<file path="config.mk">
export PLATFORM = sky130hd
export DESIGN_NAME = systolic_semiring_array_flat
export DESIGN_NICKNAME = d
export VERILOG_FILES = /design/src/rtl/systolic_semiring_array_pkg.sv /design/src/rtl/systolic_semiring_array_if.sv /design/src/rtl/systolic_semiring_array_mac_cell.sv /design/src/rtl/systolic_semiring_array.sv /design/src/flat_wrapper.sv
export SDC_FILE = /design/constraint.sdc
export NUM_CORES = 2
export LEC_CHECK = 0
export BUFFER_PORTS_ARGS = -buffer_cell sky130_fd_sc_hd__buf_2
export CAP_MARGIN = 15
export CORE_MARGIN = 1.5
export CORE_UTILIZATION = 60
export CTS_CLUSTER_DIAMETER = 40
export DETAILED_ROUTE_END_ITERATION = 6
export GPL_ROUTABILITY_DRIVEN = 1
export HOLD_SLACK_MARGIN = 0.15
export PLACE_DENSITY = 0.79
export SETUP_SLACK_MARGIN = 0.15
export SYNTH_ARGS = -nofsm -noshare
export SYNTH_HDL_FRONTEND = slang
export SYNTH_SLANG_ARGS = --single-unit
</file>
<file path="constraint.sdc">
create_clock -name clk -period 4.8 [get_ports clk]
set_input_delay 0.72 -clock clk [delete_from_list [all_inputs] [get_ports clk]]
set_output_delay 0.72 -clock clk [all_outputs]
set_load 0.02 [all_outputs]
</file>
<file path="src/rtl/systolic_semiring_array_pkg.sv">
// systolic_pkg: semiring mode encodings, FSM states and accumulator identity helper
package systolic_pkg;
  localparam logic [1:0] MODE_WRAP = 2'd0;
  localparam logic [1:0] MODE_SAT  = 2'd1;
  localparam logic [1:0] MODE_MAXP = 2'd2;
  localparam logic [1:0] MODE_MINP = 2'd3;
  typedef enum logic [1:0] {S_IDLE, S_LOAD, S_DRAIN, S_READ} state_t;
  // fill bit of the identity: all-ones for min-plus, zero otherwise
  function automatic logic ident(input logic [1:0] mode);
    return mode == MODE_MINP;
  endfunction
endpackage

</file>
<file path="src/rtl/systolic_semiring_array_if.sv">
// systolic_semiring_array_if: command, operand stream and result stream signals
interface systolic_semiring_array_if #(
  parameter int N     = 4,
  parameter int W     = 8,
  parameter int ACC_W = 16,
  parameter int KW    = 8
);
  logic             start;
  logic [1:0]       mode;
  logic [KW-1:0]    k_len;
  logic             in_valid;
  logic             in_ready;
  logic [N*W-1:0]   a_vec;
  logic [N*W-1:0]   b_vec;
  logic             out_valid;
  logic             out_ready;
  logic [ACC_W-1:0] out_data;
  logic             busy;
  logic             done;
  modport master (
    output start, mode, k_len, in_valid, a_vec, b_vec, out_ready,
    input  in_ready, out_valid, out_data, busy, done
  );
  modport slave (
    input  start, mode, k_len, in_valid, a_vec, b_vec, out_ready,
    output in_ready, out_valid, out_data, busy, done
  );
endinterface

</file>
<file path="src/rtl/systolic_semiring_array_mac_cell.sv">
// systolic_mac_cell: one output-stationary PE; forwards a east and b south, folds a,b into acc
module systolic_mac_cell
  import systolic_pkg::*;
#(
  parameter int W     = 8,
  parameter int ACC_W = 16
) (
  input  logic             clk,
  input  logic             rst_n,
  input  logic             i_clr,
  input  logic [1:0]       i_mode,
  input  logic [W-1:0]     i_a,
  input  logic             i_a_v,
  input  logic [W-1:0]     i_b,
  input  logic             i_b_v,
  output logic [W-1:0]     o_a,
  output logic             o_a_v,
  output logic [W-1:0]     o_b,
  output logic             o_b_v,
  output logic [ACC_W-1:0] o_acc
);
  logic [W-1:0]     r_a, r_b;
  logic             r_a_v, r_b_v;
  logic [ACC_W-1:0] r_acc, w_nxt, w_ab;
  logic [2*W-1:0]   w_prod;
  logic [ACC_W:0]   w_sum;
  assign w_prod = {{W{1'b0}}, i_a} * {{W{1'b0}}, i_b};
  assign w_sum  = {1'b0, r_acc} + (ACC_W+1)'(w_prod);
  assign w_ab   = ACC_W'({1'b0, i_a} + {1'b0, i_b});
  assign w_nxt  = i_mode == MODE_WRAP ? w_sum[ACC_W-1:0] :
                  i_mode == MODE_SAT  ? (w_sum[ACC_W] ? '1 : w_sum[ACC_W-1:0]) :
                  i_mode == MODE_MAXP ? (w_ab > r_acc ? w_ab : r_acc) :
                                        (w_ab < r_acc ? w_ab : r_acc);
  always_ff @(posedge clk or negedge rst_n) begin
    if (!rst_n) begin
      r_a   <= '0;
      r_b   <= '0;
      r_a_v <= 1'b0;
      r_b_v <= 1'b0;
      r_acc <= '0;
    end else begin
      r_a   <= i_a;
      r_b   <= i_b;
      r_a_v <= i_a_v;
      r_b_v <= i_b_v;
      if (i_clr) r_acc <= {ACC_W{ident(i_mode)}};
      else if (i_a_v && i_b_v) r_acc <= w_nxt;
    end
  end
  assign o_a   = r_a;
  assign o_b   = r_b;
  assign o_a_v = r_a_v;
  assign o_b_v = r_b_v;
  assign o_acc = r_acc;
endmodule

</file>
<file path="src/rtl/systolic_semiring_array.sv">
// systolic_semiring_array: N x N output-stationary semiring matrix multiply with skewed
// operand injection and element-serial, row-major readout
module systolic_semiring_array
  import systolic_pkg::*;
#(
  parameter int N     = 4,
  parameter int W     = 8,
  parameter int ACC_W = 16,
  parameter int KW    = 8
) (
  input logic clk,
  input logic rst_n,
  systolic_semiring_array_if.slave bus
);
  localparam int IW = N > 1 ? $clog2(N*N) : 1;
  localparam int DW = $clog2(2*N);
  if (ACC_W < 2*W) begin : g_bad_width
    $error("ACC_W must be at least 2*W");
  end
  state_t           r_st, w_nxt;
  logic [1:0]       r_mode, w_mode;
  logic [KW-1:0]    r_klen, r_kcnt;
  logic [DW-1:0]    r_dcnt;
  logic [IW-1:0]    r_idx;
  logic             r_done;
  logic             w_start, w_in_xfer, w_out_xfer, w_last_k, w_last_d, w_last_r;
  logic [W-1:0]     w_ah  [N][N+1];
  logic             w_ahv [N][N+1];
  logic [W-1:0]     w_bv  [N+1][N];
  logic             w_bvv [N+1][N];
  logic [ACC_W-1:0] w_acc [N*N];
  assign w_start    = bus.start && r_st == S_IDLE;
  assign w_in_xfer  = bus.in_valid && r_st == S_LOAD;
  assign w_out_xfer = bus.out_ready && r_st == S_READ;
  assign w_last_k   = (r_kcnt + 1'b1) == r_klen;
  assign w_last_d   = r_dcnt == DW'(2*N-2);
  assign w_last_r   = r_idx == IW'(N*N-1);
  assign w_mode     = w_start ? bus.mode : r_mode;
  always_comb begin
    w_nxt = r_st;
    case (r_st)
      S_IDLE:  w_nxt = w_start ? (bus.k_len == '0 ? S_READ : S_LOAD) : S_IDLE;
      S_LOAD:  w_nxt = w_in_xfer && w_last_k ? S_DRAIN : S_LOAD;
      S_DRAIN: w_nxt = w_last_d ? S_READ : S_DRAIN;
      S_READ:  w_nxt = w_out_xfer && w_last_r ? S_IDLE : S_READ;
      default: w_nxt = S_IDLE;
    endcase
  end
  always_ff @(posedge clk or negedge rst_n) begin
    if (!rst_n) begin
      r_st   <= S_IDLE;
      r_mode <= '0;
      r_klen <= '0;
      r_kcnt <= '0;
      r_dcnt <= '0;
      r_idx  <= '0;
      r_done <= 1'b0;
    end else begin
      r_st   <= w_nxt;
      r_done <= w_out_xfer && w_last_r;
      if (w_start) begin
        r_mode <= bus.mode;
        r_klen <= bus.k_len;
        r_kcnt <= '0;
        r_dcnt <= '0;
        r_idx  <= '0;
      end
      if (w_in_xfer) r_kcnt <= r_kcnt + 1'b1;
      if (r_st == S_DRAIN) r_dcnt <= r_dcnt + 1'b1;
      if (w_out_xfer) r_idx <= r_idx + 1'b1;
    end
  end
  // lane i gets i+1 stages so pair k hits cell(i,j) exactly i+j+1 cycles after acceptance
  for (genvar i = 0; i < N; i++) begin : g_lane
    logic [W-1:0] r_sa [i+1];
    logic [W-1:0] r_sb [i+1];
    logic [i:0]   r_sav, r_sbv;
    logic         w_unused_edge;
    always_ff @(posedge clk or negedge rst_n) begin
      if (!rst_n) begin
        r_sav <= '0;
        r_sbv <= '0;
        for (int d = 0; d <= i; d++) begin
          r_sa[d] <= '0;
          r_sb[d] <= '0;
        end
      end else begin
        r_sa[0]  <= bus.a_vec[i*W +: W];
        r_sb[0]  <= bus.b_vec[i*W +: W];
        r_sav[0] <= w_in_xfer;
        r_sbv[0] <= w_in_xfer;
        for (int d = 1; d <= i; d++) begin
          r_sa[d]  <= r_sa[d-1];
          r_sb[d]  <= r_sb[d-1];
          r_sav[d] <= r_sav[d-1];
          r_sbv[d] <= r_sbv[d-1];
        end
      end
    end
    assign w_ah[i][0]  = r_sa[i];
    assign w_ahv[i][0] = r_sav[i];
    assign w_bv[0][i]  = r_sb[i];
    assign w_bvv[0][i] = r_sbv[i];
    assign w_unused_edge = ^{w_ah[i][N], w_ahv[i][N], w_bv[N][i], w_bvv[N][i]};
  end
  for (genvar i = 0; i < N; i++) begin : g_row
    for (genvar j = 0; j < N; j++) begin : g_col
      systolic_mac_cell #(.W(W), .ACC_W(ACC_W)) u_cell (
        .clk   (clk),
        .rst_n (rst_n),
        .i_clr (w_start),
        .i_mode(w_mode),
        .i_a   (w_ah[i][j]),
        .i_a_v (w_ahv[i][j]),
        .i_b   (w_bv[i][j]),
        .i_b_v (w_bvv[i][j]),
        .o_a   (w_ah[i][j+1]),
        .o_a_v (w_ahv[i][j+1]),
        .o_b   (w_bv[i+1][j]),
        .o_b_v (w_bvv[i+1][j]),
        .o_acc (w_acc[i*N+j])
      );
    end
  end
  assign bus.in_ready  = r_st == S_LOAD;
  assign bus.out_valid = r_st == S_READ;
  assign bus.out_data  = r_st == S_READ ? w_acc[r_idx] : '0;
  assign bus.busy      = r_st != S_IDLE;
  assign bus.done      = r_done;
endmodule

</file>
<file path="src/flat_wrapper.sv">
// flat-port wrapper written by rule: the top's interface ports become plain ports
module systolic_semiring_array_flat import systolic_pkg::*;
#(
  parameter int N     = 4,
  parameter int W     = 8,
  parameter int ACC_W = 16,
  parameter int KW    = 8
)
  (clk, rst_n, bus_start, bus_mode, bus_k_len, bus_in_valid, bus_a_vec, bus_b_vec, bus_out_ready, bus_in_ready, bus_out_valid, bus_out_data, bus_busy, bus_done);
  systolic_semiring_array_if #(.N(N), .W(W), .ACC_W(ACC_W), .KW(KW)) bus_i ();
  input logic clk;
  input logic rst_n;
  input wire logic [$bits(bus_i.start)-1:0] bus_start;
  input wire logic [$bits(bus_i.mode)-1:0] bus_mode;
  input wire logic [$bits(bus_i.k_len)-1:0] bus_k_len;
  input wire logic [$bits(bus_i.in_valid)-1:0] bus_in_valid;
  input wire logic [$bits(bus_i.a_vec)-1:0] bus_a_vec;
  input wire logic [$bits(bus_i.b_vec)-1:0] bus_b_vec;
  input wire logic [$bits(bus_i.out_ready)-1:0] bus_out_ready;
  output wire logic [$bits(bus_i.in_ready)-1:0] bus_in_ready;
  output wire logic [$bits(bus_i.out_valid)-1:0] bus_out_valid;
  output wire logic [$bits(bus_i.out_data)-1:0] bus_out_data;
  output wire logic [$bits(bus_i.busy)-1:0] bus_busy;
  output wire logic [$bits(bus_i.done)-1:0] bus_done;
  assign bus_i.start = bus_start;
  assign bus_i.mode = bus_mode;
  assign bus_i.k_len = bus_k_len;
  assign bus_i.in_valid = bus_in_valid;
  assign bus_i.a_vec = bus_a_vec;
  assign bus_i.b_vec = bus_b_vec;
  assign bus_i.out_ready = bus_out_ready;
  assign bus_in_ready = bus_i.in_ready;
  assign bus_out_valid = bus_i.out_valid;
  assign bus_out_data = bus_i.out_data;
  assign bus_busy = bus_i.busy;
  assign bus_done = bus_i.done;
  systolic_semiring_array #(.N(N), .W(W), .ACC_W(ACC_W), .KW(KW)) u_core (.clk(clk), .rst_n(rst_n), .bus(bus_i));
endmodule
</file>
; After elaboration in Yosys (flattened, before gate mapping)
; Cells that the tools add are included.
[word_totals]
reg_bits = 676
latchBits = 0
ram_bits = 0
romBits = 0
output_inout_bits = 20
n_memories = 0
[op_classes]
add_sub_neg = 35
multipliers = 16
div = 0
order_cmp = 33
eq_ne = 25
shift = 0
mux = 145
n_bitwise = 1
reduce_logical = 75
[ops]
columns = operator, count
row1 = $mux 16, 131
row2 = $add 16x16->17, 16
row3 = $gt 9x16->1, 16
row4 = $lt 9x16->1, 16
row5 = $mul 8x8->16, 16
row6 = $add 8x8->9, 16
row7 = $reduce_bool 5->1, 16
row8 = $ne 5x4->1 const B, 15
row9 = $bmux 16 s4, 1
row10 = $reduce_and 3->1, 16
row11 = $reduce_bool 2->1, 20
row12 = $logic_and 1x1->1, 20
row13 = $mux 8, 2
row14 = $mux 2, 5
row15 = $add 8x1->8 const B, 1
row16 = $eq 2x2->1 const B, 4
row17 = $eq 8x8->1, 1
row18 = $logic_not 8->1, 1
row19 = $mux 4, 2
row20 = $pmux 2 s4, 1
row21 = $mux 3, 2
row22 = $ge 5x5->1 const B, 1
row23 = $ne 5x3->1 const B, 1
row24 = $not 4->5, 1
row25 = other kinds (7), 9

; Depth between registers and ports, before layout
[depth]
word_depth = 9
ltp_mapped = 20
mapped_depth_nobuf = 20

; By module
; From an unflattened synthesis, not the netlist that was laid out.
[unflattened]
hier_cells = 8390
area_unflattened_um2 = 79698.9
[modules_own_cells]
columns = module, n_inst, cells_per_inst, area_per_inst_um2, seq_area_each_um2
row1 = systolic_mac_cell at u_core.g_row[0].g_col[0].u_cell ..., 8, 502, 4553.1, 850.8
row2 = systolic_mac_cell at u_core.g_row[2].g_col[1].u_cell ..., 3, 495, 4406.7, 850.8
row3 = systolic_mac_cell at u_core.g_row[3].g_col[1].u_cell ..., 2, 483, 4408.0, 850.8
row4 = systolic_semiring_array, 1, 426, 7582.3, 4804.6
row5 = systolic_mac_cell at u_core.g_row[3].g_col[3].u_cell, 1, 514, 4675.7, 850.8
row6 = systolic_mac_cell at u_core.g_row[3].g_col[0].u_cell, 1, 489, 4498.1, 850.8
row7 = systolic_mac_cell at u_core.g_row[2].g_col[0].u_cell, 1, 494, 4481.8, 850.8

; Worst setup path after synthesis
; OpenSTA, ideal clock, no wires.
[synth_path]
path_type = register to register
from = register u_core.g_row[3].g_col[0].u_cell.r_a[4]
to = register u_core.g_row[3].g_col[1].u_cell.r_acc[8]
setup_ns = 0.126
arrival_time_ns = 4.818
setup_slack_ns = -0.144
stages_incl_launch_ff = 19
path_buffers = 0
synth_period_minus_slack_ns = 4.944
cell_sequence = dfrtp_1 > ha_1 > inv_1 > fa_1 > inv_1 > fa_1 > fa_1 > inv_1 > fa_1 > inv_1 > ha_1 > o21ai_0 > a22oi_1 > a31oi_2 > nand3b_4 > a31o_4 > mux2i_4 > or3_1 > a221o_1
[synth_between]
elab_chain_cells = 7
[synth_lines]
columns = element, line
row1 = start: declaration, systolic_semiring_array_mac_cell.sv:22  ; logic [W-1:0] r_a, r_b;
row2 = start signal: assignment, systolic_semiring_array_mac_cell.sv:42  ; r_a <= i_a;
row3 = $mul 8x8->16 or $add 8x8->9 (tied branches), "systolic_semiring_array_mac_cell.sv:27, systolic_semiring_array_mac_cell.sv:29"
row4 = "$add 16x16->17, or another cell as far along", systolic_semiring_array_mac_cell.sv:28  ; assign w_sum = {1'b0, r_acc} + (ACC_W+1)'(w_prod);
row5 = "$mux 16, on equally long branches", "systolic_semiring_array_mac_cell.sv:31, systolic_semiring_array_mac_cell.sv:32"
row6 = $mux 16, systolic_semiring_array_mac_cell.sv:31  ; i_mode == MODE_SAT ? (w_sum[ACC_W] ? '1 : w_sum[ACC_W-1:0]) :
row7 = $mux 16, systolic_semiring_array_mac_cell.sv:30  ; assign w_nxt = i_mode == MODE_WRAP ? w_sum[ACC_W-1:0] :
row8 = $mux 16, systolic_semiring_array_mac_cell.sv:47  ; else if (i_a_v && i_b_v) r_acc <= w_nxt;
row9 = $mux 16, systolic_semiring_array_mac_cell.sv:46  ; if (i_clr) r_acc <= {ACC_W{ident(i_mode)}};
row10 = end signal: assignment, systolic_semiring_array_mac_cell.sv:46
row11 = end signal: assignment, systolic_semiring_array_mac_cell.sv:47
row12 = end: declaration, systolic_semiring_array_mac_cell.sv:24  ; logic [ACC_W-1:0] r_acc, w_nxt, w_ab;
; Several ways; a longest one is shown, not always the timed one. The select of a mux whose other input is x is not followed.
; A chain may end at the register's enable or synchronous reset.

; Worst setup path after layout
[layout_path]
from = register u_core.g_row[0].g_col[0].u_cell.r_b[2]
to = register u_core.g_row[1].g_col[0].u_cell.r_acc[3]
[layout_between]
elab_chain_cells = 7
[layout_lines]
columns = element, line
row1 = start: declaration, systolic_semiring_array_mac_cell.sv:22
row2 = start signal: assignment, systolic_semiring_array_mac_cell.sv:43  ; r_b <= i_b;
row3 = $mul 8x8->16 or $add 8x8->9 (tied branches), "systolic_semiring_array_mac_cell.sv:27, systolic_semiring_array_mac_cell.sv:29"
row4 = "$add 16x16->17, or another cell as far along", systolic_semiring_array_mac_cell.sv:28
row5 = "$mux 16, on equally long branches", "systolic_semiring_array_mac_cell.sv:31, systolic_semiring_array_mac_cell.sv:32"
row6 = $mux 16, systolic_semiring_array_mac_cell.sv:31
row7 = $mux 16, systolic_semiring_array_mac_cell.sv:30
row8 = $mux 16, systolic_semiring_array_mac_cell.sv:47
row9 = $mux 16, systolic_semiring_array_mac_cell.sv:46
row10 = end signal: assignment, systolic_semiring_array_mac_cell.sv:46
row11 = end signal: assignment, systolic_semiring_array_mac_cell.sv:47
row12 = end: declaration, systolic_semiring_array_mac_cell.sv:24
; Several ways; a longest one is shown, not always the timed one. The select of a mux whose other input is x is not followed.

==> reports/metrics.cfg <==
[run_status]
outcome=finished, violations left
failed_checks=design-rule violations, negative setup slack

[die]
fp.dieH_um=352
core_sq_um=120000
die_width_um=352
std_cell_rows=127
top_level_ports=99
floorplan.initialDensity=0.607
die-area_sq_um=124000

[detailed_routing]
avgRoutedWirePerCell_um=24.2
highest-signal-layer=met5
antenna_left=0
met3WireLength_mm=25.6
post-route-drc-count=3
viasPerCell=6.07
m1_wire_length_mm=91.0
num_vias=65200
wl_met2_mm=119
detailedRoute.firstIterationViolations=6295
drt_pass_1_iters=7
drt-total-wl_mm=260

[logic_synthesis]
post_synth_instance_area_sq_um=73100
synthFlopType=sky130_fd_sc_hd__dfrtp_1
synth_seq_area_share=0.220
synth_enable_flop_cells=0
yosys_warnings=0
ys_types=98
ys_ff_latch=643
async_reset_ff_frac=1.00
netlist_instances=7751
postSynthNetCount=9514
post_synth.cell_area_avg_sq_um=9.42

[global_route]
global_route_wire_length_before_repair_mm=389
gr-total-overflow=0
grt_max_degree=119
grt_antenna_before_repair=28
via_count_of_the_first_global_routing_pass=68300
gr-usage-all-layers=0.409

[final_layout]
post_route_cells_drive_above_1_share=0.285
final_nets=10800
layout.cells.most_common_list=sky130_fd_sc_hd__inv_1 (1,597), sky130_fd_sc_hd__buf_4 (965), sky130_fd_sc_hd__fa_1 (768)
number_of_fill_cells=7376
layout-area-overhead-vs-synth_pct=28.8
mostFrequentLayoutCell=sky130_fd_sc_hd__inv_1

[cts]
numClockSinks=643
clock_tree_from_tritoncts=done
clock_insertion_delay_worst_skew_ns=0.77
clk_pin_slew_worst_paths_ns=0.06
cts_buffers=118
cts_root_buf=sky130_fd_sc_hd__clkbuf_16
cts_buffer_depth=3
cts-htree-levels=3

[placed_design]
portBuffers=98
globalplace.congestion=1.05
pre_cts_slack_ns=-0.524
dp_hpwl_mm=191

[hold_path]
path_type_of_the_worst_min_delay_path=in -> reg

[sta]
setup_viol=151
achievable-frequency_ghz=0.198
hold_viol_final=0
hold-worst-slack_ns=0.169
drv_slew=0
final.period_utilization=1.05
worst_clock_skew_ns=0.0427
timing.slew.headroom=0.165
fin_crit_ns=5.06
final_critical_path_setup_slack_ns=-0.259
grt_setup_unrepaired=yes
max_slew.worst_pin.slew_ns=1.24

[flow_run]
max_capacitance_violation_count=0

[critical_path]
critPathRequiredTime_ns=5.42
worst-setup-path-type=reg -> reg
worst-path-max-fanout=7
critical_path_arrival_ns=5.68
critPathLaunchType=flop
rrSetupSlack_ns=-0.26
critPathCaptureType=flop

==> final cells by class <==
| class | count | area [sq um] | share of cell area |
|---|---|---|---|
| Multi-Input combinational cell | 5278 | 54700 | 0.581 |
| Sequential cell | 643 | 16300 | 0.173 |
| Timing Repair Buffer | 1276 | 10300 | 0.110 |
| Inverter | 1694 | 6370 | 0.0677 |
| Clock buffer | 127 | 3080 | 0.0327 |
| Tap cell | 1612 | 2020 | 0.0214 |
| Clock inverter | 97 | 1270 | 0.0135 |
| Antenna cell | 11 | 27.5 | 0.000293 |
==> per-stage QoR <==
step            TNS, ns   util  instances  area, sq um
2_1_floorplan  -0.00133      -       7751        73500
3_3_place_gp     -31.05  0.684      10200        82300
3_5_place_dp     -48.97  0.684      10200        82300
4_1_cts           -4.52  0.759      10600        91300
5_1_grt          -34.36  0.782      10700        94100
6_report         -12.98  0.782      10700        94100
==> cells in the mapped netlist, types with 24 or more instances <==
library cell	number	area, sq um
sky130_fd_sc_hd__a211oi_1	51	383
sky130_fd_sc_hd__a21o_1	101	758
sky130_fd_sc_hd__a21oi_1	322	1610
sky130_fd_sc_hd__a31oi_1	37	231
sky130_fd_sc_hd__and2_1	523	3270
sky130_fd_sc_hd__and3_1	38	238
sky130_fd_sc_hd__clkbuf_1	105	394
sky130_fd_sc_hd__dfrtp_1	643	16100
sky130_fd_sc_hd__fa_1	832	16700
sky130_fd_sc_hd__ha_1	852	10700
sky130_fd_sc_hd__inv_1	1692	6350
sky130_fd_sc_hd__mux4_2	80	1800
sky130_fd_sc_hd__nand2_1	599	2250
sky130_fd_sc_hd__nand2b_1	58	363
sky130_fd_sc_hd__nand3_1	72	360
sky130_fd_sc_hd__nand4_1	24	150
sky130_fd_sc_hd__nor2_1	306	1150
sky130_fd_sc_hd__nor2b_1	62	388
sky130_fd_sc_hd__nor3_1	114	571
sky130_fd_sc_hd__nor4_1	30	188
sky130_fd_sc_hd__o211ai_1	47	353
sky130_fd_sc_hd__o21a_1	63	473
sky130_fd_sc_hd__o21ai_0	254	1270
sky130_fd_sc_hd__o21bai_1	29	218
sky130_fd_sc_hd__o221ai_1	35	307
sky130_fd_sc_hd__o22a_1	30	263
sky130_fd_sc_hd__o31a_1	25	219
sky130_fd_sc_hd__o31ai_1	58	435
sky130_fd_sc_hd__or2_2	35	219
sky130_fd_sc_hd__or3_1	33	206
sky130_fd_sc_hd__xnor2_1	158	1380
sky130_fd_sc_hd__xor2_1	78	683
==> per-layer routing <==
layer  vias to the layer above  GRT usage
met5                         -          0
met2                      3649      0.661
met4                        34      0.284
met1                     32400      0.479
li1                      27800          -
met3                      1320      0.105
==> state kept, by name, summed over array words and instances (netlist names), 3 cells and up <==
name                             flops
u_core.g_row.g_col.u_cell.o_acc    256
u_core.g_row.g_col.u_cell.o_a       96
u_core.g_lane.r_sav                  4
u_core.g_lane.r_sb                  80
u_core.r_idx                         4
u_core.r_dcnt                        3
u_core.g_row.g_col.u_cell.o_b_v      3
u_core.r_klen                        8
u_core.g_lane.r_sa                  80
u_core.r_kcnt                        8
u_core.g_row.g_col.u_cell.o_b       96
==> repair_timing <==
action / in CTS / in global routing
setup endpoints to repair: 256 / 256
resized for setup: 762 / 514
hold buffers: 66 / 0
pin swaps: 405 / 335
gates cloned: 2 / 0
buffers inserted: 146 / 82
hold endpoints to repair: 150 / 0
==> cells by family after synthesis <==
logic type	count (synthesis)	synth area share
simple gates	1949	0.134
flops	643	0.220
xor+xnor	236	0.0283
compound gates	1298	0.120
fa+ha+maj	1684	0.374
buf+inv	1832	0.0946
mux	109	0.0289
==> worst max-delay path, cell delays in order, from the launching register on <==
cell and delay [ns]:
sky130_fd_sc_hd__dfrtp_2 0.48, sky130_fd_sc_hd__buf_6 0.13, sky130_fd_sc_hd__nand2_2 0.06, sky130_fd_sc_hd__fa_2 0.57, sky130_fd_sc_hd__inv_2 0.05, sky130_fd_sc_hd__fa_2 0.48, sky130_fd_sc_hd__fa_1 0.54, sky130_fd_sc_hd__inv_1 0.07
sky130_fd_sc_hd__fa_1 0.52, sky130_fd_sc_hd__inv_2 0.06, sky130_fd_sc_hd__ha_4 0.28, sky130_fd_sc_hd__nand2_4 0.06, sky130_fd_sc_hd__o21ai_4 0.16, sky130_fd_sc_hd__a41oi_2 0.17, sky130_fd_sc_hd__o211ai_2 0.31, sky130_fd_sc_hd__a21o_1 0.21
sky130_fd_sc_hd__a21oi_4 0.10, sky130_fd_sc_hd__or3_1 0.35, sky130_fd_sc_hd__a221o_1 0.33
==> worst paths after layout <==
check	start	end	cells past startpoint
min in group asynchronous	rst_n	u_core.g_lane[2].r_sb[13]	2
worst max register to register	u_core.g_row[0].g_col[0].u_cell.o_b[2]	u_core.g_row[1].g_col[0].u_cell.o_acc[3]	18
worst min register to register	u_core.g_lane[3].r_sb[27]	u_core.g_lane[3].r_sb[19]	0
worst min-delay path	bus_k_len[0]	u_core.r_klen[0]	3
worst max-delay path	u_core.g_row[0].g_col[0].u_cell.o_b[2]	u_core.g_row[1].g_col[0].u_cell.o_acc[3]	18
max in group asynchronous	rst_n	u_core.g_row[0].g_col[1].u_cell.o_b[4]	3
Power is not shown: default switching activity piles up to over one toggle a cycle in this logic, so the estimate is an artifact.
